**config.mk**
```make
export PLATFORM = sky130hd
export DESIGN_NAME = pic16f84_fetch
export DESIGN_NICKNAME = d
export VERILOG_FILES = /design/src/rtl/pic16f84_fetch.sv
export SDC_FILE = /design/constraint.sdc
export NUM_CORES = 1
export LEC_CHECK = 0
export ABC_AREA = 0
export ABC_CLOCK_PERIOD_IN_PS = 2100
export CAP_MARGIN = 20
export CORE_MARGIN = 10
export CORE_UTILIZATION = 44
export DETAILED_ROUTE_END_ITERATION = 10
export PLACE_DENSITY = 0.82
export SLEW_MARGIN = 20
export SYNTH_ARGS = -nofsm -noshare
export SYNTH_HDL_FRONTEND = slang
export SYNTH_SLANG_ARGS = --single-unit
```
**constraint.sdc**
```tcl
create_clock -name clk -period 2.1 [get_ports clk]
set_input_delay 0.63 -clock clk [delete_from_list [all_inputs] [get_ports clk]]
set_output_delay 0.63 -clock clk [all_outputs]
set_load 0.01 [all_outputs]
```
**src/rtl/pic16f84_fetch.sv**
```systemverilog
// Instruction fetch and Q1..Q4 phase sequencer for a PIC16F84-style core.
// Fetches the next word while the current op_code executes, with flush and hold.
module pic16f84_fetch (
    input  logic        clk,
    input  logic        mclr,
    input  logic        hold,
    input  logic [12:0] pc_in,
    input  logic        nop_in,
    input  logic [13:0] prog_data,
    output logic        q1,
    output logic        q2,
    output logic        q3,
    output logic        q4,
    output logic [13:0] op_code,
    output logic [9:0]  prog_addr,
    output logic        prog_rd,
    output logic [15:0] cycle_count
);

    typedef enum logic [2:0] {
        ST_IDLE = 3'd0,
        ST_Q1   = 3'd1,
        ST_Q2   = 3'd2,
        ST_Q3   = 3'd3,
        ST_Q4   = 3'd4,
        ST_HOLD = 3'd5
    } state_t;

    state_t      r_state;
    state_t      w_next_state;
    logic [13:0] r_op_code;
    logic [13:0] r_prefetch;
    logic [9:0]  r_prog_addr;
    logic [15:0] r_cycle_count;
    logic        r_flush;
    logic        w_in_cycle;
    logic        w_cycle_end;
    logic        w_flush;
    logic        w_unused_pc;

    // The program memory is only 1K words, so the upper PC bits never reach it.
    assign w_unused_pc = ^pc_in[12:10];

    always_ff @(posedge clk) begin
        if (mclr) begin
            r_state <= ST_IDLE;
        end else begin
            r_state <= w_next_state;
        end
    end

    always_comb begin
        w_next_state = r_state;
        q1           = 1'b0;
        q2           = 1'b0;
        q3           = 1'b0;
        q4           = 1'b0;
        case (r_state)
            ST_IDLE: if (!hold) w_next_state = ST_Q1;
            ST_Q1: begin
                q1           = 1'b1;
                w_next_state = ST_Q2;
            end
            ST_Q2: begin
                q2           = 1'b1;
                w_next_state = ST_Q3;
            end
            ST_Q3: begin
                q3           = 1'b1;
                w_next_state = ST_Q4;
            end
            ST_Q4: begin
                q4           = 1'b1;
                w_next_state = hold ? ST_HOLD : ST_Q1;
            end
            ST_HOLD: if (!hold) w_next_state = ST_Q1;
            default: w_next_state = ST_IDLE;
        endcase
    end

    assign w_in_cycle  = (r_state == ST_Q1) || (r_state == ST_Q2) ||
                         (r_state == ST_Q3) || (r_state == ST_Q4);
    assign w_cycle_end = (r_state == ST_Q4);
    assign w_flush     = r_flush | nop_in;

    // Address is launched on entry to Q2 so the ROM sees it together with the strobe.
    always_ff @(posedge clk) begin
        if (mclr) begin
            r_op_code     <= 14'h0000;
            r_prefetch    <= 14'h0000;
            r_prog_addr   <= 10'h000;
            r_cycle_count <= 16'h0000;
            r_flush       <= 1'b0;
        end else begin
            if (r_state == ST_Q1) begin
                r_prog_addr <= pc_in[9:0];
            end
            if (r_state == ST_Q3) begin
                r_prefetch <= prog_data;
            end
            if (w_cycle_end) begin
                r_op_code     <= w_flush ? 14'h0000 : r_prefetch;
                r_cycle_count <= r_cycle_count + 16'd1;
                r_flush       <= 1'b0;
            end else if (w_in_cycle) begin
                r_flush <= w_flush;
            end
        end
    end

    assign prog_rd     = (r_state == ST_Q2);
    assign op_code     = r_op_code;
    assign prog_addr   = r_prog_addr;
    assign cycle_count = r_cycle_count;

endmodule

```
==> reports/metrics.csv <==
metric,value,unit
CP Cell Sequence,clkdlybuf4s50_1,
"CTS clk-pin slew, worst paths",0.06,ns
crit path capture type,primary output,
IO Count,76,
antenna violations before repair,0,
Worst Path Buf+Inv,1,
crit start category,flip-flop,
post-DP HPWL,3.952,mm
initial drt markers,74,
die height,90.02,µm
Vias,1888,
die area,8103,µm²
P&R area growth vs syn,47.97,%
largest net degree at the start of global routing,31,
internal reg-to-reg setup slack,0.22,ns
critical path class,reg -> out,
critical path depth in cells,1,
Starting Density,0.4567,
Die Width,90.02,µm
Worst Path Required,1.47,ns
Finished Layout Cells,381,
fin crit share,0.9622,
end of the critical path,cycle_count[9],
DRC viols,0,
number of synthesized register bits,58,
worst min-delay path category,reg -> reg,
Final setup viols,0,
pwr dens,790.1,nW/µm²
GRT Overall Usage,0.1377,
Mapped Avg Cell Area,9.420,µm²
Final Max Slew Viols,0,
largest incremental delay on the critical path,0.61,ns
Slew headroom,0.3780,
Crit path max-delay family,buffers and inverters,
sequential area share after synthesis,0.5383,
Post-CTS Setup Inserts,0,
post-synthesis cell type count,33,
fillers,401,
worst slew pin tran,0.9295,ns
Slowest cell on crit path,clkdlybuf4s50_1,
DR WL/cell,14.58,µm
Core ar.,4723,µm²
max cap viols,0,
final hold vios,0,
share of cells above drive strength 1,0.1146,
setup TNS,0,ns
run status,"complete, no violations",
launch point of the worst path,cycle_count[9],
GPL Wtd Cong,0.7463,
first-pass GRT wire length,9.259,mm
Num CTS Buffers,9,
root buf cell,clkbuf_8,
fmax,0.4949,GHz
Final min period,2.021,ns
Ys Warns,0,
Pre-antenna DRT Iters,5,
# H-tree levels,3,
clk_skew,0.006368,ns
maximum fanout along the worst path,4,
RSZ-0062 raised after global routing,no,
Final nets,341,
vias in the first global route,1922,
Layout Utilization,0.6758,
RR Startpoint,r_state[0],
Detail Route Antenna Nets,0,
CP arrival,1.39,ns
CTS tree,done,
grt total ovfl,0,
clock tree sinks,58,
Worst-Skew Late Latency,0.33,ns
Max clock buf depth,2,
via/cell ratio,4.955,
Synth Net Count,261,
Leakage,1.194,nW
Worst Reg-to-Reg Cells,7,
Crit Reg-Reg Endpoint,op_code[6],
number of diodes,0,
placed cell count,365,
floorplan row count,25,
Syn Inst Count,229,
number of buffers added on ports,72,
Routed Wire Length,5.555,mm
Max IR drop VDD,0.0006982,V
synthesized cell area,2157,µm²
## worst min-delay path by stage
stage | startpoint | end | cells past startpoint
after floorplan | r_prefetch[0] | r_prefetch[0] | 2
after global placement | r_prefetch[5] | r_prefetch[5] | 2
after detailed placement | r_prefetch[1] | r_prefetch[1] | 2
after CTS | r_prefetch[9] | r_prefetch[9] | 2
after global routing | r_prefetch[2] | r_prefetch[2] | 2
final | r_prefetch[9] | r_prefetch[9] | 2
## stage by stage
| stage | hold WS (ns) | instance area [µm²] | total power (W) | setup slack [ns] |
|---|---|---|---|---|
| after floorplan | 0.4360 | 2157 | 0.001296 | 0.3048 |
| after global placement | 0.4410 | 2978 | 0.001429 | 0.1655 |
| after detailed placement | 0.4488 | 2978 | 0.001433 | 0.1474 |
| after CTS | 0.4561 | 3191 | 0.002545 | 0.05075 |
| after global routing | 0.4719 | 3192 | 0.002616 | 0.02173 |
| final | 0.4539 | 3192 | 0.002522 | 0.07935 |
## cell type report
type | count | area, µm² | share of cell area
multi-input combinational | 153 | 919.6 | 0.2881
timing repair buffer | 83 | 793.3 | 0.2485
sequential | 58 | 1161 | 0.3638
clock buffer | 11 | 141.4 | 0.04430
tap | 67 | 83.83 | 0.02626
clock inverter | 5 | 77.57 | 0.02430
inverter | 4 | 15.01 | 0.004704
## cell usage in the layout, fill, tap and decap left out, types with 4 or more instances in the layout
cell type	instances
o31ai_1	4
nand4_1	4
nor2_1	23
nand3_1	5
a21oi_1	24
dlygate4sd2_1	4
nand2_1	36
buf_4	11
clkbuf_8	10
xor2_1	8
a22o_1	14
mux2i_1	10
clkdlybuf4s50_1	66
dfxtp_1	58
or4_1	4
## report_power, final
part	internal, W	total [W]	switching, W
combinational	0.000136	0.000249	0.000113
clock	0.000696	0.00112	0.000427
sequential	0.00113	0.00115	0.0000166
total	0.00197	0.00252	0.000557
## timing repair
action	4_1_cts	5_1_grt
endpoints found under the hold margin	0	0
endpoints found under the setup margin	5	1
resized for setup	5	1
hold buffers	0	0
gates cloned	0	0
pin swaps	0	0
## registers in the layout (all words and copies together) (netlist names)
register,flops
cycle_count,16
op_code,14
r_prefetch,14
prog_addr,10
r_state,3
r_flush,1
## synthesized netlist by cell type
library cell	n	area share
ha_1	1	0.0058
or3_2	1	0.0035
mux2i_1	10	0.046
nand4_1	4	0.012
a21oi_1	24	0.056
xnor2_1	2	0.0081
and3_1	1	0.0029
and4_1	1	0.0041
or3_1	1	0.0029
o31ai_1	4	0.014
nor4_2	1	0.0058
nor3_1	3	0.0070
clkbuf_1	6	0.010
inv_2	1	0.0017
dfxtp_1	58	0.54
buf_1	1	0.0017
or2_2	1	0.0029
inv_1	3	0.0052
nor2_1	23	0.040
and4_4	1	0.0052
nand2_1	36	0.063
buf_2	5	0.012
xor2_1	8	0.032
and3_2	1	0.0035
nor3b_1	2	0.0070
nand3_1	5	0.012
o21ai_0	2	0.0046
nand2_2	1	0.0029
buf_4	2	0.0070
nand4_4	1	0.0099
nor2b_1	1	0.0029
or4_1	4	0.014
a22o_1	14	0.057
## metal layers
layer	track usage	vias to the layer above	routed length, µm
met2	0.2197	55	2646
met1	0.1540	875	2390
met5	0	-	0
li1	-	952	-
met4	0.06764	0	69
met3	0.05902	6	448
## logic make-up (layout without fill, tap and decap cells)
group,after synthesis,in the layout,synth area share
buffers and inverters,18,103,0.03769
XOR/XNOR,10,10,0.04061
flip-flops,58,58,0.5383
AND/OR/NAND/NOR,88,88,0.2001
adder cells (fa/ha/maj),1,1,0.005800
multiplexers,10,10,0.04641
AO/OA/AOI/OAI,44,44,0.1311
Note: power is estimated with default switching activity, not from simulation.
